<file path="src/rtl/dct_pkg.sv">
// rtl/dct_pkg.sv - shared widths, stage record and round/saturate helper for the DCT datapath
//
// Purpose : common definitions for dct_mac_pipe and the zigzag quantiser.
// Contents: prod_w/acc_w width functions, mac_stage_t stage record,
//           round_sat() scaling helper (evaluated at RS_W bits, callers truncate).
package dct_pkg;

    // Working width of the scaling helper; every accumulator fed to it must be narrower.
    localparam int RS_W = 64;

    localparam logic signed [RS_W-1:0] RS_ONE = 64'sd1;

    function automatic int prod_w(input int din_w, input int coef_w);
        return din_w + coef_w;
    endfunction

    // Growth of $clog2(taps) bits makes the dot product overflow-free.
    function automatic int acc_w(input int p_w, input int taps);
        return p_w + $clog2(taps);
    endfunction

    // Generic multiply-stage record; prod is carried sign-extended to RS_W.
    typedef struct packed {
        logic                   valid;
        logic                   first;
        logic                   last;
        logic signed [RS_W-1:0] prod;
    } mac_stage_t;

    // Round-half-up arithmetic right shift by frac, then clamp (sat_en != 0)
    // or wrap to out_w bits. The result is sign-extended to RS_W.
    function automatic logic signed [RS_W-1:0] round_sat(
        input logic signed [RS_W-1:0] sum,
        input int                     frac,
        input int                     out_w,
        input int                     sat_en
    );
        logic signed [RS_W-1:0] r;
        logic signed [RS_W-1:0] max_v;
        logic signed [RS_W-1:0] min_v;
        r = sum;
        if (frac > 0) begin
            r = sum + (RS_ONE <<< (frac - 1));
            r = r >>> frac;
        end
        max_v = (RS_ONE <<< (out_w - 1)) - RS_ONE;
        min_v = -(RS_ONE <<< (out_w - 1));
        if (sat_en != 0) begin
            if (r > max_v) begin
                r = max_v;
            end else if (r < min_v) begin
                r = min_v;
            end
        end else begin
            // Keep the low out_w bits, re-interpreted as signed.
            r = (r <<< (RS_W - out_w)) >>> (RS_W - out_w);
        end
        return r;
    endfunction

endpackage

</file>
<file path="src/rtl/dct_round_sat.sv">
// rtl/dct_round_sat.sv - combinational round/saturate scaler for DCT results
//
// Purpose: scales a signed IN_W sum to a signed OUT_W result via round_sat().
// Ports  : sum_i  in  IN_W   signed full-precision sum
//          res_o  out OUT_W  signed rounded, shifted, clamped/wrapped result
module dct_round_sat
    import dct_pkg::*;
#(
    parameter int IN_W   = 23,
    parameter int OUT_W  = 12,
    parameter int FRAC   = 0,
    parameter int SAT_EN = 1
) (
    input  logic signed [IN_W-1:0]  sum_i,
    output logic signed [OUT_W-1:0] res_o
);

    logic signed [RS_W-1:0] sum_ext;

    assign sum_ext = {{(RS_W-IN_W){sum_i[IN_W-1]}}, sum_i};
    assign res_o   = OUT_W'(round_sat(sum_ext, FRAC, OUT_W, SAT_EN));

endmodule

</file>
<file path="src/rtl/dct_mac_pipe.sv">
// rtl/dct_mac_pipe.sv - pipelined signed multiply-accumulate, one DCT coefficient per block
//
// Purpose: dot product of TAPS (din, coef) pairs, scaled by dct_round_sat and
//          presented once per block with valid/ready flow control.
// Ports  : clk, rst (async, active-high), flush (sync abort of the partial block)
//          in_valid/in_ready/din/coef      sample/coefficient input handshake
//          out_valid/out_ready/out_data    scaled result output handshake
//          busy                            a block is partially or fully in flight
// Pipe   : stage 1 mult_res, stage 2 acc, output register; last accept at edge t
//          gives out_valid after edge t+2.
module dct_mac_pipe
    import dct_pkg::*;
#(
    parameter int DIN_W  = 8,
    parameter int COEF_W = 12,
    parameter int TAPS   = 8,
    parameter int OUT_W  = 12,
    parameter int FRAC   = 0,
    parameter int SAT_EN = 1
) (
    input  logic                     clk,
    input  logic                     rst,
    input  logic                     flush,
    input  logic                     in_valid,
    output logic                     in_ready,
    input  logic signed [DIN_W-1:0]  din,
    input  logic signed [COEF_W-1:0] coef,
    output logic                     out_valid,
    input  logic                     out_ready,
    output logic signed [OUT_W-1:0]  out_data,
    output logic                     busy
);

    localparam int PROD_W = prod_w(DIN_W, COEF_W);
    localparam int ACC_W  = acc_w(PROD_W, TAPS);
    localparam int CNT_W  = $clog2(TAPS);
    localparam logic [CNT_W-1:0] LAST_TAP = CNT_W'(TAPS - 1);

    logic                     en;
    logic                     accept;
    logic                     load;
    logic                     tap_first;
    logic                     tap_last;
    logic [CNT_W-1:0]         tap_cnt_q;
    logic [CNT_W-1:0]         tap_cnt_d;
    logic signed [PROD_W-1:0] prod;
    logic signed [PROD_W-1:0] mult_res_q;
    logic                     s1_valid_q;
    logic                     s1_first_q;
    logic                     s1_last_q;
    logic signed [ACC_W-1:0]  acc_q;
    logic signed [ACC_W-1:0]  acc_d;
    logic                     s2_done_q;
    logic signed [OUT_W-1:0]  scaled;
    logic                     out_valid_q;
    logic signed [OUT_W-1:0]  out_data_q;

    // A held result freezes the whole pipe; out_ready reaches in_ready through one gate.
    assign en       = ~(out_valid_q & ~out_ready);
    assign in_ready = en;
    assign accept   = in_valid & en & ~flush;

    // Stage 0: tap position of the pair being accepted.
    assign tap_first = (tap_cnt_q == '0);
    assign tap_last  = (tap_cnt_q == LAST_TAP);
    assign tap_cnt_d = tap_last ? '0 : tap_cnt_q + 1'b1;

    // Sign-extend both operands so the product is exact in PROD_W bits.
    assign prod = PROD_W'(din) * PROD_W'(coef);

    // Running sum including the product currently in stage 1.
    assign acc_d = s1_first_q ? ACC_W'(mult_res_q) : acc_q + ACC_W'(mult_res_q);

    always_ff @(posedge clk or posedge rst) begin
        if (rst) begin
            tap_cnt_q  <= '0;
            mult_res_q <= '0;
            s1_valid_q <= 1'b0;
            s1_first_q <= 1'b0;
            s1_last_q  <= 1'b0;
            acc_q      <= '0;
            s2_done_q  <= 1'b0;
        end else if (flush) begin
            // Abort everything in flight; the pair offered this cycle is discarded.
            tap_cnt_q  <= '0;
            s1_valid_q <= 1'b0;
            acc_q      <= '0;
            s2_done_q  <= 1'b0;
        end else if (en) begin
            s1_valid_q <= accept;
            if (accept) begin
                tap_cnt_q  <= tap_cnt_d;
                mult_res_q <= prod;
                s1_first_q <= tap_first;
                s1_last_q  <= tap_last;
            end
            if (s1_valid_q) begin
                acc_q <= acc_d;
            end
            // acc_q holds a complete block sum in the cycle s2_done_q is high.
            s2_done_q <= s1_valid_q & s1_last_q;
        end
    end

    dct_round_sat #(
        .IN_W   (ACC_W),
        .OUT_W  (OUT_W),
        .FRAC   (FRAC),
        .SAT_EN (SAT_EN)
    ) u_round_sat (
        .sum_i (acc_q),
        .res_o (scaled)
    );

    // en already implies the register is empty or draining this cycle.
    assign load = s2_done_q & en & ~flush;

    always_ff @(posedge clk or posedge rst) begin
        if (rst) begin
            out_valid_q <= 1'b0;
            out_data_q  <= '0;
        end else if (load) begin
            out_valid_q <= 1'b1;
            out_data_q  <= scaled;
        end else if (out_ready) begin
            out_valid_q <= 1'b0;
        end
    end

    assign out_valid = out_valid_q;
    assign out_data  = out_data_q;
    assign busy      = (tap_cnt_q != '0) | s1_valid_q | s2_done_q;

endmodule
</file>
<file path="config.mk">
export PLATFORM = sky130hd
export DESIGN_NAME = dct_mac_pipe
export DESIGN_NICKNAME = d
export VERILOG_FILES = /design/src/rtl/dct_pkg.sv /design/src/rtl/dct_round_sat.sv /design/src/rtl/dct_mac_pipe.sv
export SDC_FILE = /design/constraint.sdc
export NUM_CORES = 1
export LEC_CHECK = 0
export CAP_MARGIN = 15
export CORE_MARGIN = 8
export CORE_UTILIZATION = 45
export CTS_CLUSTER_DIAMETER = 120
export DETAILED_ROUTE_END_ITERATION = 10
export GPL_TIMING_DRIVEN = 0
export SLEW_MARGIN = 20
export SYNTH_ARGS = -nofsm -noshare
export SYNTH_HDL_FRONTEND = slang
export SYNTH_SLANG_ARGS = --single-unit
export TNS_END_PERCENT = 20
</file>
<file path="constraint.sdc">
create_clock -name clk -period 5 [get_ports clk]
set_clock_uncertainty 0.1 [all_clocks]
set_input_delay 1 -clock clk [delete_from_list [all_inputs] [get_ports clk]]
set_output_delay 1 -clock clk [all_outputs]
set_load 0.01 [all_outputs]
</file>
== Yosys cells after proc, flatten, opt, wreduce, memory -nomap -nowiden ==
Index checks and enable logic that the tools add are counted.
Operators by class
  add/sub/neg operators: 2
  multipliers: 1
  $lt $le $gt $ge: 2
  equal/unequal tests: 2
  mux-type cells: 16
  bitwise operators: 11
  reductions and logical operators: 8
Operators with widths (number)
  23-bit two-way mux: 4
  12-bit two-way mux: 2
  23-bit by 20-bit adder with 23-bit output: 1
  23-bit by 12-bit > comparator with 1-bit output, second input constant: 1
  23-bit by 12-bit < comparator with 1-bit output, second input constant: 1
  8-bit by 12-bit multiplier with 20-bit output: 1
  3-bit two-way mux: 4
  1-bit bitwise AND: 6
  1-bit two-way mux: 6
  2-bit nonzero test: 3
  2-bit AND reduction: 2
  3-bit by 1-bit adder with 3-bit output, second input constant: 1
  3-bit == test, second input constant: 1
  3-bit zero test: 1
  1-bit NOT: 3
  3-bit AND reduction: 1
  3-bit nonzero test: 1
  2-bit != test, second input constant: 1
  1-bit bitwise OR: 2
Word-level totals
  flip-flop bits (word level): 63
  bits of input ports: 25
  word-level logic and storage cells: 51

== Logic depth before layout (Yosys ltp) ==
  word-level depth: 8
  mapped depth: 20
  depth with buffers taken out: 19

== By module ==
A second synthesis with hierarchy kept.
Second synthesis, totals
  cells, all modules: 803
  area total of the unflattened synthesis: 7223.2 um2
By module, submodules not included
  dct_mac_pipe: times used 1, cells an instance 781, area an instance 7063.0 um2, seq. area each 1576.5 um2
  dct_round_sat: times used 1, cells an instance 22, area an instance 160.2 um2, seq. area each 0.0 um2

== Worst setup path after synthesis ==
OpenSTA, ideal clock, no wires.
  kind: input port to flip-flop
  start: input din[4]
  end: register mult_res_q[19]
  arrival: 5318 ps
  slack: -552 ps
  stages on the path: 19
  buffers on the path: 1
  cells stage by stage: clkbuf_1 nand2_1 fa_1 fa_1 inv_1 ha_1 inv_1 fa_1 inv_1 ha_1 a21o_1 a21o_1 a2111oi_4 nor3_2 a2111oi_4 nor2_2 a221oi_2 xnor2_1 o21ai_1
On the way
  cells in the longest elaborated chain, start to end: 1
RTL lines
  start, declared: line dct_mac_pipe.sv:26  | input logic signed [DIN_W-1:0] din,
  8-bit by 12-bit multiplier with 20-bit output: line dct_mac_pipe.sv:69  | assign prod = PROD_W'(din) * PROD_W'(coef);
  end signal, assigned: line dct_mac_pipe.sv:93  | mult_res_q <= prod;
  end, declared: line dct_mac_pipe.sv:47  | logic signed [PROD_W-1:0] mult_res_q;
No other way between the ends.
A chain may end at the register's enable or synchronous reset.

== Worst setup path after layout ==
  start: input din[5]
  end: register mult_res_q[19]
The elaborated chain is that of the path after synthesis.

==> impl_metrics.csv <==
group,metric,value,unit
sta,fin_crit,5.08,ns
logic_synthesis,ys_types,52,
logic_synthesis,yosys_warnings,0,
global_route,overflow,0,
sta,report.final.slew_viol_count,0,
finish,synthToLayoutAreaGrowth,21.7,%
sta,setup_viol,3,
sta,relSlewSlack,0.573,
clock_network,clock-sinks,63,
place,dpl.cell_count,1069,
die,pin_count,40,
power_and_ir_drop,pwr_density_cell,481,nW/um2
logic_synthesis,synth.avg_cell_area,8.84,um2
route,wl,15900,um
die,die_y,142,um
place,dp_hpwl,13000,um
run,drv_cap,0,
logic_synthesis,ys_seq_area_frac,0.219,
power_and_ir_drop,ir_drop,0.204,mV
route,vias_per_cell,5.10,
logic_synthesis,synth_fa_ha_area_frac,0.331,
die,rows,46,
logic_synthesis,syn_area,7180,um2
finish,instances_no_fill,1109,
critical_path,crit_path_max_fanout,4,
logic_synthesis,yosys.area.top_type_share,0.223,
route,via_count,5660,
place,gp_congestion,0.929,
logic_synthesis,synth_compound_area_frac,0.140,
critical_path,cp_data_required_time,5.09,ns
clock_network,cts_tree,"built",
global_route,grt_pass1_wl,27900,um
logic_synthesis,synth_xor_area_frac,0.0427,
critical_path,cp_slowest_cell,"fa_1",
hold_path,hp-class,"reg2reg",
critical_path,crit_type,"in2reg",
critical_path,cp_common_cell,"fa_1",
critical_path,r2r_cells,12,
clock_network,clock_latency,0.33,ns
critical_path,critPathLaunch,"din[5]",
critical_path,path_cells,"buf_8 -> buf_8 -> buf_6 -> buf_6 -> and2_4 -> fa_1 -> fa_1 -> fa_1 -> inv_1 -> fa_1 -> inv_2 -> ha_4 -> or3_4 -> a2111oi_4 -> nor2_2 -> a221oi_2 -> xnor2_1 -> o21ai_1",
die,initial_utilization,0.455,
sta,finalHoldViolations,0,
finish,drive_gt1_frac,0.162,
clock_network,cts_root_buf,"clkbuf_16",
sta,setup_ws,-0.0794,ns
route,routedWlPerCell,14.4,um
critical_path,cp-end-kind,"register",
logic_synthesis,synth.largest_area_cell,"fa_1",
logic_synthesis,synth.mux.area_fraction,0.0108,
logic_synthesis,ys.flop_type,"dfrtp_1",
die,dieArea,20300,um2
logic_synthesis,ys_ff_latch,63,
route,dr.pass1.iters,4,
sta,tightest_slew,0.640,ns
clock_network,clk_path_buf_depth,2,
global_route,antenna_found_initial,0,
status,violations,"setup timing",
critical_path,reg2reg_from,"mult_res_q[0]",
sta,fmax,197,MHz
logic_synthesis,synthCells,813,
logic_synthesis,synth_edf_count,0,
global_route,grt_max_degree,48,
die,core-area,15800,um2
route,drc,0,
logic_synthesis,synthSimpleGateAreaFrac,0.181,
critical_path,worstSetupEndpoint,"mult_res_q[19]",
clock_network,htree_levels,3,
critical_path,crit-reg2reg-capture,"acc_q[20]",
place,io_buffers,39,
logic_synthesis,synth_top_family_by_area,"adder cells",
clock_network,numCtsBuffers,9,
global_route,grt_pass1_vias,6013,
finish,post-route-util,0.554,
critical_path,crit_arrival,5.17,ns
finish,nNetsFinal,1055,
logic_synthesis,synth-async-reset-ratio,1.00,
route,ant_nets,0,
finish,diodes,0,
sta,rsz0062_at_grt,"true",
power_and_ir_drop,power.leakage,4.15,nW
critical_path,slowest_delay,0.54,ns
route,drtIter0Drc,238,
clock_network,clkTransAtPathRegs,0.06,ns
critical_path,r2r_slack,1.81,ns
critical_path,start_kind,"input port",
clock_network,hold_buffers,0,
logic_synthesis,synthTopCellsByArea,"fa_1 22%, dfrtp_1 22%, ha_1 11%",
sta,fin_crit_sh,1.02,
status,status,"finished with violations",
logic_synthesis,syn-num-nets,980,
global_route,grt_use_total,0.168,
die,die_width,142,um
## power breakdown
part / internal (mW) / switching, mW / leakage (nW) / total (mW)
clock: 0.488 / 0.226 / 0.166 / 0.714
combinational: 1.32 / 1.44 / 3.14 / 2.76
sequential: 0.612 / 0.110 / 0.837 / 0.723
total: 2.42 / 1.78 / 4.15 / 4.20
## logic make-up (layout without fill, tap and decap cells)
kind of cell             after synthesis  count (layout)
AO/OA/AOI/OAI                        161             161
XOR/XNOR                              35              35
adder cells (fa/ha/maj)              142             142
buffers and inverters                143             223
flip-flops                            63              63
multiplexers                           7               7
AND/OR/NAND/NOR                      262             262
## layout by cell type (no fill, tap or decap), types with 6 or more instances in the layout
master           netlist  layout
a21oi_1               40      38
fa_1                  80      77
buf_4                  0      20
mux2_2                 6       6
o31ai_1                7       7
buf_2                  0      10
inv_2                  0      10
xor2_1                12      12
clkdlybuf4s50_1        0      19
clkbuf_1              22      15
ha_1                  62      50
buf_6                  0       8
dfrtp_1               63      63
nand2b_1              11      11
nor2_1                32      27
o21ai_0               69      66
and2_1                62      49
ha_4                   0      12
nand2_1               98      92
clkbuf_16              0      10
nor3_1                14      13
inv_1                119     108
a21o_1                10      10
nand3_1               11      11
xnor2_1               23      22
and2_4                 0      13
## stage by stage
stage / setup TNS (ns) / hold slack, ns / worst slack, ns / power (mW) / cell area (um2)
2_1_floorplan: 0 / 0.370 / 0.00626 / 2.68 / 7370
3_3_place_gp: -7.59 / 0.363 / -0.998 / 3.09 / 8030
3_5_place_dp: -8.17 / 0.372 / -1.04 / 3.16 / 8060
4_1_cts: -0.425 / 0.384 / -0.200 / 4.09 / 8640
5_1_grt: -1.07 / 0.411 / -0.204 / 4.66 / 8740
6_report: -0.117 / 0.373 / -0.0794 / 4.20 / 8740
## Yosys cell counts, types with 6 or more instances
master,n
clkbuf_1,22
xor2_1,12
nand2b_1,11
o31ai_1,7
o21ai_0,69
ha_1,62
nand2_1,98
xnor2_1,23
nor2_1,32
nor2b_1,6
mux2_2,6
inv_1,119
dfrtp_1,63
nor3_1,14
fa_1,80
a21oi_1,40
and3_1,6
a21o_1,10
and2_1,62
nand3_1,11
## state kept, by name, summed over array words and instances, names as in the netlist
signal and cells:
acc_q 23, mult_res_q 20, out_data 12, out_valid 1
s1_first_q 1, s1_last_q 1, s1_valid_q 1, s2_done_q 1
tap_cnt_q 3
## layer usage
metal,vias to the layer above,GRT usage,part of all wire
li1,2819,-,-
met5,-,0,0
met2,86,0.298,0.50
met1,2747,0.211,0.46
met4,0,0.0447,0.0075
met3,8,0.0225,0.032
## worst max-delay path: cells and delay by family
family	cells	cell delay, ns
and+or+nand+nor	3	0.61
buffers and inverters	6	0.53
adders and majority gates	5	2.17
AOI/OAI and AO/OA	3	0.71
xor gates and xnor gates	1	0.15
## layout make-up
cell class	instances	area (um2)
Timing Repair Buffer	65	571
Clock inverter	7	120
Multi-Input combinational cell	607	5360
Sequential cell	63	1580
Inverter	120	458
Fill cell	1420	7030
Tap cell	216	270
Clock buffer	9	225
Buffer	22	158
## repair_timing
| item | CTS | global route |
|---|---|---|
| pin swaps | 38 | 29 |
| resized for setup | 107 | 34 |
| setup endpoints to repair | 10 | 7 |
| buffers inserted | 19 | 6 |
## worst min path at each step
stage          cells past startpoint        start  slack, ns     endpoint
3_3_place_gp                       2  out_data[8]       0.36  out_data[8]
6_report                           2  out_data[4]       0.37  out_data[4]
2_1_floorplan                      2     acc_q[0]       0.37     acc_q[0]
5_1_grt                            2  out_data[3]       0.41  out_data[3]
4_1_cts                            2  out_data[3]       0.38  out_data[3]
3_5_place_dp                       2  out_data[4]       0.37  out_data[4]
No activity file was read; power rests on OpenSTA's default activity.
